### config.mk
export PLATFORM = sky130hd
export DESIGN_NAME = stream_hash_sink
export DESIGN_NICKNAME = d
export VERILOG_FILES = /design/src/rtl/stream_hash_pkg.sv /design/src/rtl/stream_hash_out_reg.sv /design/src/rtl/stream_hash_sink.sv
export SDC_FILE = /design/constraint.sdc
export NUM_CORES = 1
export LEC_CHECK = 0
export CAP_MARGIN = 20
export CORE_UTILIZATION = 50
export CTS_BUF_LIST = sky130_fd_sc_hd__clkbuf_2 sky130_fd_sc_hd__clkbuf_4 sky130_fd_sc_hd__clkbuf_8
export DETAILED_ROUTE_END_ITERATION = 10
export GPL_ROUTABILITY_DRIVEN = 0
export PLACE_DENSITY = 0.84
export RECOVER_POWER = 50
export SLEW_MARGIN = 20
export SYNTH_ARGS = -nofsm -noshare
export SYNTH_HDL_FRONTEND = slang
export SYNTH_SLANG_ARGS = --single-unit
export TNS_END_PERCENT = 5
### constraint.sdc
create_clock -name clk -period 2.9 [get_ports clk]
set_clock_uncertainty 0.2 [all_clocks]
set_input_delay 0.58 -clock clk [delete_from_list [all_inputs] [get_ports clk]]
set_output_delay 0.58 -clock clk [all_outputs]
set_load 0.05 [all_outputs]
### src/rtl/stream_hash_pkg.sv
// Shared types, constants and round helpers for the stream hash sink.
package stream_hash_pkg;

  typedef enum logic [1:0] {
    ST_IDLE  = 2'd0,
    ST_ARMED = 2'd1,
    ST_BUSY  = 2'd2,
    ST_EMIT  = 2'd3
  } state_e;

  typedef logic [1:0] round_t;

  localparam logic CH_DATA = 1'b0;
  localparam logic CH_MGMT = 1'b1;

  localparam int HASH_W = 16;
  localparam int ROT    = 3;
  localparam int ROUNDS = 4;

  localparam round_t LAST_ROUND = round_t'(ROUNDS - 1);

  function automatic logic [15:0] rotl16(input logic [15:0] v);
    return (v << ROT) | (v >> (HASH_W - ROT));
  endfunction

  function automatic logic [15:0] hash_round(input logic [15:0] h, input logic [3:0] nib);
    return rotl16(h) ^ {12'h000, nib};
  endfunction

  // Nibbles are consumed most-significant first.
  function automatic logic [3:0] pick_nibble(input logic [15:0] w, input round_t r);
    logic [3:0] nib;
    case (r)
      2'd0:    nib = w[15:12];
      2'd1:    nib = w[11:8];
      2'd2:    nib = w[7:4];
      default: nib = w[3:0];
    endcase
    return nib;
  endfunction

endpackage

### src/rtl/stream_hash_out_reg.sv
// One-deep Avalon-ST source register holding the most recent digest.
module stream_hash_out_reg
  import stream_hash_pkg::*;
#(
  parameter int DATA_W = 16
) (
  input  logic              clk,
  input  logic              reset,
  input  logic              load_i,
  input  logic [DATA_W-1:0] data_i,
  input  logic              ready_i,
  output logic [DATA_W-1:0] data_o,
  output logic              valid_o,
  output logic              free_o
);

  logic [DATA_W-1:0] data_q;
  logic [DATA_W-1:0] data_d;
  logic              valid_q;
  logic              valid_d;

  // Free when empty or when the held word leaves on this edge.
  assign free_o = ~valid_q | ready_i;

  // Next-state: load wins over drain so a simultaneous take/refill stays valid.
  always_comb begin
    data_d  = data_q;
    valid_d = valid_q;
    if (load_i) begin
      data_d  = data_i;
      valid_d = 1'b1;
    end else if (ready_i) begin
      valid_d = 1'b0;
    end else begin
      valid_d = valid_q;
    end
  end

  // Output register state.
  always_ff @(posedge clk) begin
    if (reset) begin
      data_q  <= {DATA_W{1'b0}};
      valid_q <= 1'b0;
    end else begin
      data_q  <= data_d;
      valid_q <= valid_d;
    end
  end

  assign data_o  = data_q;
  assign valid_o = valid_q;

endmodule

### src/rtl/stream_hash_sink.sv
// Avalon-ST sink folding channel-0 words into a 16-bit rotate/xor hash;
// channel-1 beats arm the block and reseed it. Only DATA_W = 16 is supported.
module stream_hash_sink
  import stream_hash_pkg::*;
#(
  parameter int          DATA_W = 16,
  parameter logic [15:0] SEED   = 16'h0000,
  parameter int          CNT_W  = 16
) (
  input  logic              clk,
  input  logic              reset,
  input  logic [DATA_W-1:0] in_data,
  input  logic              in_channel,
  input  logic              in_valid,
  output logic              in_ready,
  output logic [DATA_W-1:0] out_data,
  output logic              out_valid,
  input  logic              out_ready,
  output logic [CNT_W-1:0]  word_count,
  output logic [CNT_W-1:0]  drop_count
);

  localparam logic [CNT_W-1:0] CNT_ZERO = {CNT_W{1'b0}};
  localparam logic [CNT_W-1:0] CNT_ONE  = {{(CNT_W-1){1'b0}}, 1'b1};
  localparam logic [CNT_W-1:0] CNT_MAX  = {CNT_W{1'b1}};

  state_e            state_q;
  state_e            state_d;
  logic [15:0]       hash_q;
  logic [15:0]       hash_d;
  logic [15:0]       word_q;
  logic [15:0]       word_d;
  round_t            round_q;
  round_t            round_d;
  logic [CNT_W-1:0]  word_cnt_q;
  logic [CNT_W-1:0]  word_cnt_d;
  logic [CNT_W-1:0]  drop_cnt_q;
  logic [CNT_W-1:0]  drop_cnt_d;
  logic              in_ready_q;

  logic              accept_s;
  logic              out_free_s;
  logic              emit_load_s;

  assign accept_s = in_valid & in_ready_q;

  // FSM, hash datapath and counters next-state.
  always_comb begin
    state_d     = state_q;
    hash_d      = hash_q;
    word_d      = word_q;
    round_d     = round_q;
    word_cnt_d  = word_cnt_q;
    drop_cnt_d  = drop_cnt_q;
    emit_load_s = 1'b0;
    case (state_q)
      ST_IDLE: begin
        if (accept_s && (in_channel == CH_MGMT)) begin
          hash_d     = SEED;
          word_cnt_d = CNT_ZERO;
          state_d    = ST_ARMED;
        end else if (accept_s) begin
          drop_cnt_d = (drop_cnt_q == CNT_MAX) ? drop_cnt_q : drop_cnt_q + CNT_ONE;
        end else begin
          state_d = ST_IDLE;
        end
      end
      ST_ARMED: begin
        // in_data is only sampled on data beats, so X on management beats stays out.
        if (accept_s && (in_channel == CH_MGMT)) begin
          hash_d     = SEED;
          word_cnt_d = CNT_ZERO;
        end else if (accept_s) begin
          word_d  = in_data[15:0];
          round_d = 2'd0;
          state_d = ST_BUSY;
        end else begin
          state_d = ST_ARMED;
        end
      end
      ST_BUSY: begin
        hash_d  = hash_round(hash_q, pick_nibble(word_q, round_q));
        round_d = round_q + 2'd1;
        if (round_q == LAST_ROUND) begin
          state_d = ST_EMIT;
        end else begin
          state_d = ST_BUSY;
        end
      end
      ST_EMIT: begin
        if (out_free_s) begin
          emit_load_s = 1'b1;
          word_cnt_d  = (word_cnt_q == CNT_MAX) ? word_cnt_q : word_cnt_q + CNT_ONE;
          state_d     = ST_ARMED;
        end else begin
          state_d = ST_EMIT;
        end
      end
      default: begin
        state_d = ST_IDLE;
      end
    endcase
  end

  // Control and datapath registers; in_ready is registered from the next state.
  always_ff @(posedge clk) begin
    if (reset) begin
      state_q    <= ST_IDLE;
      hash_q     <= SEED;
      word_q     <= 16'h0000;
      round_q    <= 2'd0;
      word_cnt_q <= CNT_ZERO;
      drop_cnt_q <= CNT_ZERO;
      in_ready_q <= 1'b1;
    end else begin
      state_q    <= state_d;
      hash_q     <= hash_d;
      word_q     <= word_d;
      round_q    <= round_d;
      word_cnt_q <= word_cnt_d;
      drop_cnt_q <= drop_cnt_d;
      in_ready_q <= (state_d == ST_IDLE) || (state_d == ST_ARMED);
    end
  end

  stream_hash_out_reg #(
    .DATA_W (DATA_W)
  ) u_out_reg (
    .clk     (clk),
    .reset   (reset),
    .load_i  (emit_load_s),
    .data_i  (hash_q),
    .ready_i (out_ready),
    .data_o  (out_data),
    .valid_o (out_valid),
    .free_o  (out_free_s)
  );

  assign in_ready   = in_ready_q;
  assign word_count = word_cnt_q;
  assign drop_count = drop_cnt_q;

endmodule

==> flow_summary.toml, run 1 <==
[flow_run]
cap_violations = 0

[setup_path]
path_buf_inv = 1
crit_path_end_kind = "flop"
path_delay_family = "simple AND/OR/NAND/NOR gates"
slowest_stage = "or4_4"
worstPathRequired_ps = 2970
worstSetupPathType = "in2reg"
cp-start-kind = "input port"
r2r_slack_ps = 410
path_max_fanout = 13
critical_path.max_stage_delay_ps = 680
crit_chain = "dlygate4sd3_1, nand4bb_1, or4_4, or4_1, a21oi_1"
crit_arrival_ps = 2750

[die]
fp-row-count = 32
ioPinCount = 71
core_area_sq_um = 7730
start_util = 0.515
die_h_microns = 91.2
die_x_microns = 91.2
die-area_sq_um = 8330

[route]
drc = 0
vias_per_cell = 6.01
drt_pass1_iterations = 5
num_vias = 3905
postRouteAntennaNets = 0
wirelength_mm = 9.81
routedWlPerCell_microns = 15.1
drtIter0Drc = 270

[place]
portBuffers = 70
place_area_sq_um = 4770
placed_cells = 634
post-place-ws_ps = -0.519
hpwl_mm = 6.89

[power_and_ir_drop]
vdd_drop_max_mv = 0.219
power.leakage_nw = 1.63
power_mw = 2.14
power_density_nw_per_um2 = 434

[synthesis]
muxShareOfSynthArea = 0.0320
synth_area_leaders = "dfxtp_1 43%, nand2_1 8.5%, a21oi_1 6.4%"
synth_top_area_share = 0.432
synthMostInstantiatedCell = "nand2_1"
yosys-top-cells-count = "90 x nand2_1, 86 x dfxtp_1, 51 x a21oi_1"
synth_top_family_by_area = "simple AND/OR/NAND/NOR gates"
syn-num-nets = 507
synth_cell_types = 58
synth_compound_area_frac = 0.206
synthAdderAreaFrac = 0.0220
syn_avg_cell_area_sq_um = 8.31
synthCells = 479
synth_area_sq_um = 3980
synth_xor_area_frac = 0
async_flop_share = 0
yosys.area_share.simple = 0.266
synth-seq-cells = 86
synth_warnings = 0
synth_flop_cell = "dfxtp_1"
seq_area_frac_synth = 0.432
synth_edf_count = 0
synth_top_cell_by_area = "dfxtp_1"

[timing]
finalSetupViolCount = 0
tightest_slew_ps = 1070
relSlewSlack = 0.284
timing.fmax_ghz = 0.374
hold_violations = 0
finalHoldWorstSlack_ps = 258
finalMaxSlewViolations = 0
period_minus_slack_ps = 2680
rsz0062_at_grt = "false"
tns_ps = 0
period_share = 0.923
fin_ws_ps = 224

[final_layout]
layout.cells.non_filler = 650
n_fill_cell = 638
drive_above_1_share = 0.0602
areaGrowthSynthToFinish_pct = 24.0
multi_input_area_sq_um = 2080
final_nets = 571
insertedDiodeCount = 0
fin_area_sq_um = 4940
register_area_sq_um = 1720
final_core_util = 0.639

[global_routing]
grt_max_degree = 45
grt_pass1_vias = 3710
grt_usage = 0.246
antenna_found_initial = 0
grt_pass1_wl_mm = 16.8
grt_overflow = 0

[cts]
cts_hold_buf = 0
clockRootBuffer = "clkbuf_8"
cts_resized = 0
clock_sinks = 86
cts_buffers = 9
postCtsSetupBuffers = 0
clkLatencyLatePin_ps = 360
htreeDepth = 3
cts_tree = "built"
clkTransAtPathRegs_ps = 90
clockBufferDepth = 2

[min_path]
min-delay-path-class = "reg2reg"

[status]
status = "complete, no violations"
==> layout make-up <==
cell class / count / area share
repair buffers: 81 / 0.156
well taps: 102 / 0.0258
clock buffers: 11 / 0.0307
flip-flops and latches: 86 / 0.349
multi-input cells: 352 / 0.421
clock inverters: 5 / 0.00786
inverters: 13 / 0.00988
==> power breakdown <==
group / leakage, nW / internal, mW / switching [mW]
Sequential: 0.693 / 1.19 / 0.00828
Clock: 0.0963 / 0.365 / 0.453
Combinational: 0.838 / 0.0523 / 0.0779
Total: 1.63 / 1.60 / 0.539
==> state kept, by name (all words and copies together) (netlist names) <==
signal             flops
drop_count            16
hash_q                16
in_ready               1
round_q                2
state_q                2
u_out_reg.data_o      16
u_out_reg.valid_o      1
word_count            16
word_q                16
==> logic make-up (layout without fill, tap and decap cells) <==
logic type                 after synthesis  after routing
AOI/OAI and AO/OA                      123            123
buffers and inverters                   41            110
DFF                                     86             86
and+or+nand+nor                        210            210
adders and majority gates                7              7
muxes                                   12             12
==> final timing paths <==
check | start | to | depth (start not counted)
worst max-delay path | in_valid | drop_count[11] | 5
worst min-delay path | u_out_reg.data_o[3] | u_out_reg.data_o[3] | 2
worst max register to register | word_count[0] | word_count[4] | 5
worst min register to register | u_out_reg.data_o[3] | u_out_reg.data_o[3] | 2
==> worst reg2reg max path, delay by kind of cell (launching register included) <==
kind                       cells  cell delay [ps]
AOI/OAI and AO/OA              1              370
adders and majority gates      1              250
DFF                            1              430
and+or+nand+nor                3             1130
==> per-layer routing <==
| metal | global-route usage | share of wire | vias to the layer above |
|---|---|---|---|
| met5 | 0 | 0 | - |
| met4 | 0.123 | 0.022 | 0 |
| met3 | 0.0444 | 0.081 | 24 |
| met2 | 0.385 | 0.46 | 181 |
| met1 | 0.324 | 0.43 | 1833 |
| li1 | - | - | 1867 |
==> cells in the final DEF (no fill, tap or decap), types with 6 or more instances in the layout <==
master / n
a22oi_1: 12
nor2b_1: 8
o21ai_0: 7
nand4_1: 6
ha_1: 7
o211ai_1: 8
or3_1: 8
buf_4: 9
mux2i_1: 6
clkbuf_8: 11
and3_1: 8
clkdlybuf4s50_1: 61
inv_1: 13
a21oi_1: 51
dfxtp_1: 86
nor3_1: 10
nand2_1: 90
dlygate4sd3_1: 8
nand3_1: 27
nor2_1: 26
(Power assumes the default switching activity.)
==> run 2: changes to the inputs <==
--- a/config.mk
+++ b/config.mk
@@ -5,9 +5,8 @@
 export SDC_FILE = /design/constraint.sdc
 export NUM_CORES = 1
 export LEC_CHECK = 0
-export CAP_MARGIN = 20
+export CAP_MARGIN = 10
 export CORE_UTILIZATION = 50
-export CTS_BUF_LIST = sky130_fd_sc_hd__clkbuf_2 sky130_fd_sc_hd__clkbuf_4 sky130_fd_sc_hd__clkbuf_8
 export DETAILED_ROUTE_END_ITERATION = 10
 export GPL_ROUTABILITY_DRIVEN = 0
 export PLACE_DENSITY = 0.84
==> results of run 2 <==
Same layout as run 1: the final DEF is identical, and so are final timing and power.
==> RTL change, RTL diff (settings of run 2) <==
The parameter `CNT_W` goes from 16 to 12.
--- a/src/rtl/stream_hash_sink.sv
+++ b/src/rtl/stream_hash_sink.sv
@@ -7,3 +7,3 @@
   parameter logic [15:0] SEED   = 16'h0000,
-  parameter int          CNT_W  = 16
+  parameter int          CNT_W  = 12
 ) (
Interface: changed (resized drop_count and word_count); port bits go from 71 to 63. No check against the original RTL was run, so the function may have changed too.
==> RTL change against run 2 <==
Clock power decreased by 7.9%. Synthesized area decreased by 13%. Total power decreased by 8.5%. First-iteration DRC count decreased by 29%. Routed wire length decreased by 19%. Worst hold slack improved by 0.0020 ns. Cell area decreased by 13%. Sequential cell count decreased by 8. Highest routed layer unchanged. Sequential share of layout area increased by 1.6 points. Critical path type is now flop to output pin. Worst setup slack improved by 0.20 ns.
==> RTL change: results (changes against run 2) <==
metric;value;unit;change
slowest_stage;clkdlybuf4s50_1;;
whs;0.259;ns;+0.00195 ns
nNetsFinal;493;;-14%
pre_cts_slack;0.325;ns;+0.326 ns
grt_max_degree;33;;-27%
synthTopCellsByCount;nand2_1 (79), dfxtp_1 (78), a21oi_1 (52), nor2_1 (21), clkbuf_1 (16);;
port_buffers;62;;-11%
layout-drive-gt1-share;0.0702;;+0.00999
dp_hpwl;5.56;mm;-19%
dp_cells;531;;-16%
crit_fanout;8;;-5
drt_iter0_drc;192;;-29%
min_from;u_out_reg.data_o[8]$_SDFFE_PP0P_;;
grt_pass1_vias;2849;;-23%
synthAdderAreaFrac;0.0254;;+0.00338
r2r_slack;0.57;ns;+0.16 ns
r2r-end;word_count[7]$_SDFFE_PP0P_;;
synthDistinctLibCells;55;;-5.2%
synth.net_count;436;;-14%
muxShareOfSynthArea;0.0210;;-0.0110
power.switching;496;uW;-8.1%
via_per_inst;5.85;;-2.6%
wire_per_inst;14.6;um;-3.5%
critPathMaxStageDelay;0.87;ns;+0.19 ns
fillers;570;;-11%
status;finished, final reports clean;;
syn_area_per_cell;8.46;sq um;+1.8%
fin_util;0.659;;+0.0205
min_to;u_out_reg.data_o[8]$_SDFFE_PP0P_;;
dr_total_vias;3202;;-18%
grt_use_total;0.226;;-0.0200
-- RTL change: layout make-up --
cell class | count | share of cell area
multi-input combinational | 292 | 0.401
sequential | 78 | 0.365
timing repair buffer | 71 | 0.158
clock buffer | 10 | 0.0321
tap | 77 | 0.0225
inverter | 13 | 0.0114
clock inverter | 6 | 0.0105
-- RTL change: worst reg2reg max path, stage by stage (launching register included) --
cell and delay [ns]:
dfxtp_1 0.42, ha_1 0.24, nand3_1 0.26, or4_1 0.68, and3_1 0.25, a31o_1 0.17
-- RTL change: how the worst max path moves through the flow --
stage                          startpoint                           to  slack [ns]
6_report       drop_count[5]$_SDFFE_PP0P_                drop_count[5]        0.42
5_1_grt                          in_valid      word_q[10]$_SDFFE_PP0P_        0.31
4_1_cts        word_count[5]$_SDFFE_PP0P_                word_count[5]        0.42
3_5_place_dp                   in_channel  drop_count[10]$_SDFFE_PP0P_        0.33
3_3_place_gp                   in_channel   drop_count[9]$_SDFFE_PP0P_        0.39
2_1_floorplan  word_count[0]$_SDFFE_PP0P_   word_count[7]$_SDFFE_PP0P_        0.51
-- RTL change: power groups by stage --
stage          Sequential [mW]  Combinational (mW)  Clock, mW
2_1_floorplan             1.12              0.0708          0
3_3_place_gp              1.11               0.120          0
3_5_place_dp              1.11               0.123          0
4_1_cts                   1.09               0.123      0.773
5_1_grt                   1.09               0.131      0.816
6_report                  1.09               0.121      0.753
-- RTL change: metal layers --
layer,track usage,wire [um],vias up
met1,0.297,3760,1512
met3,0.0506,396,9
met5,0,0,-
li1,-,-,1595
met2,0.359,3710,86
met4,0.0940,97,0
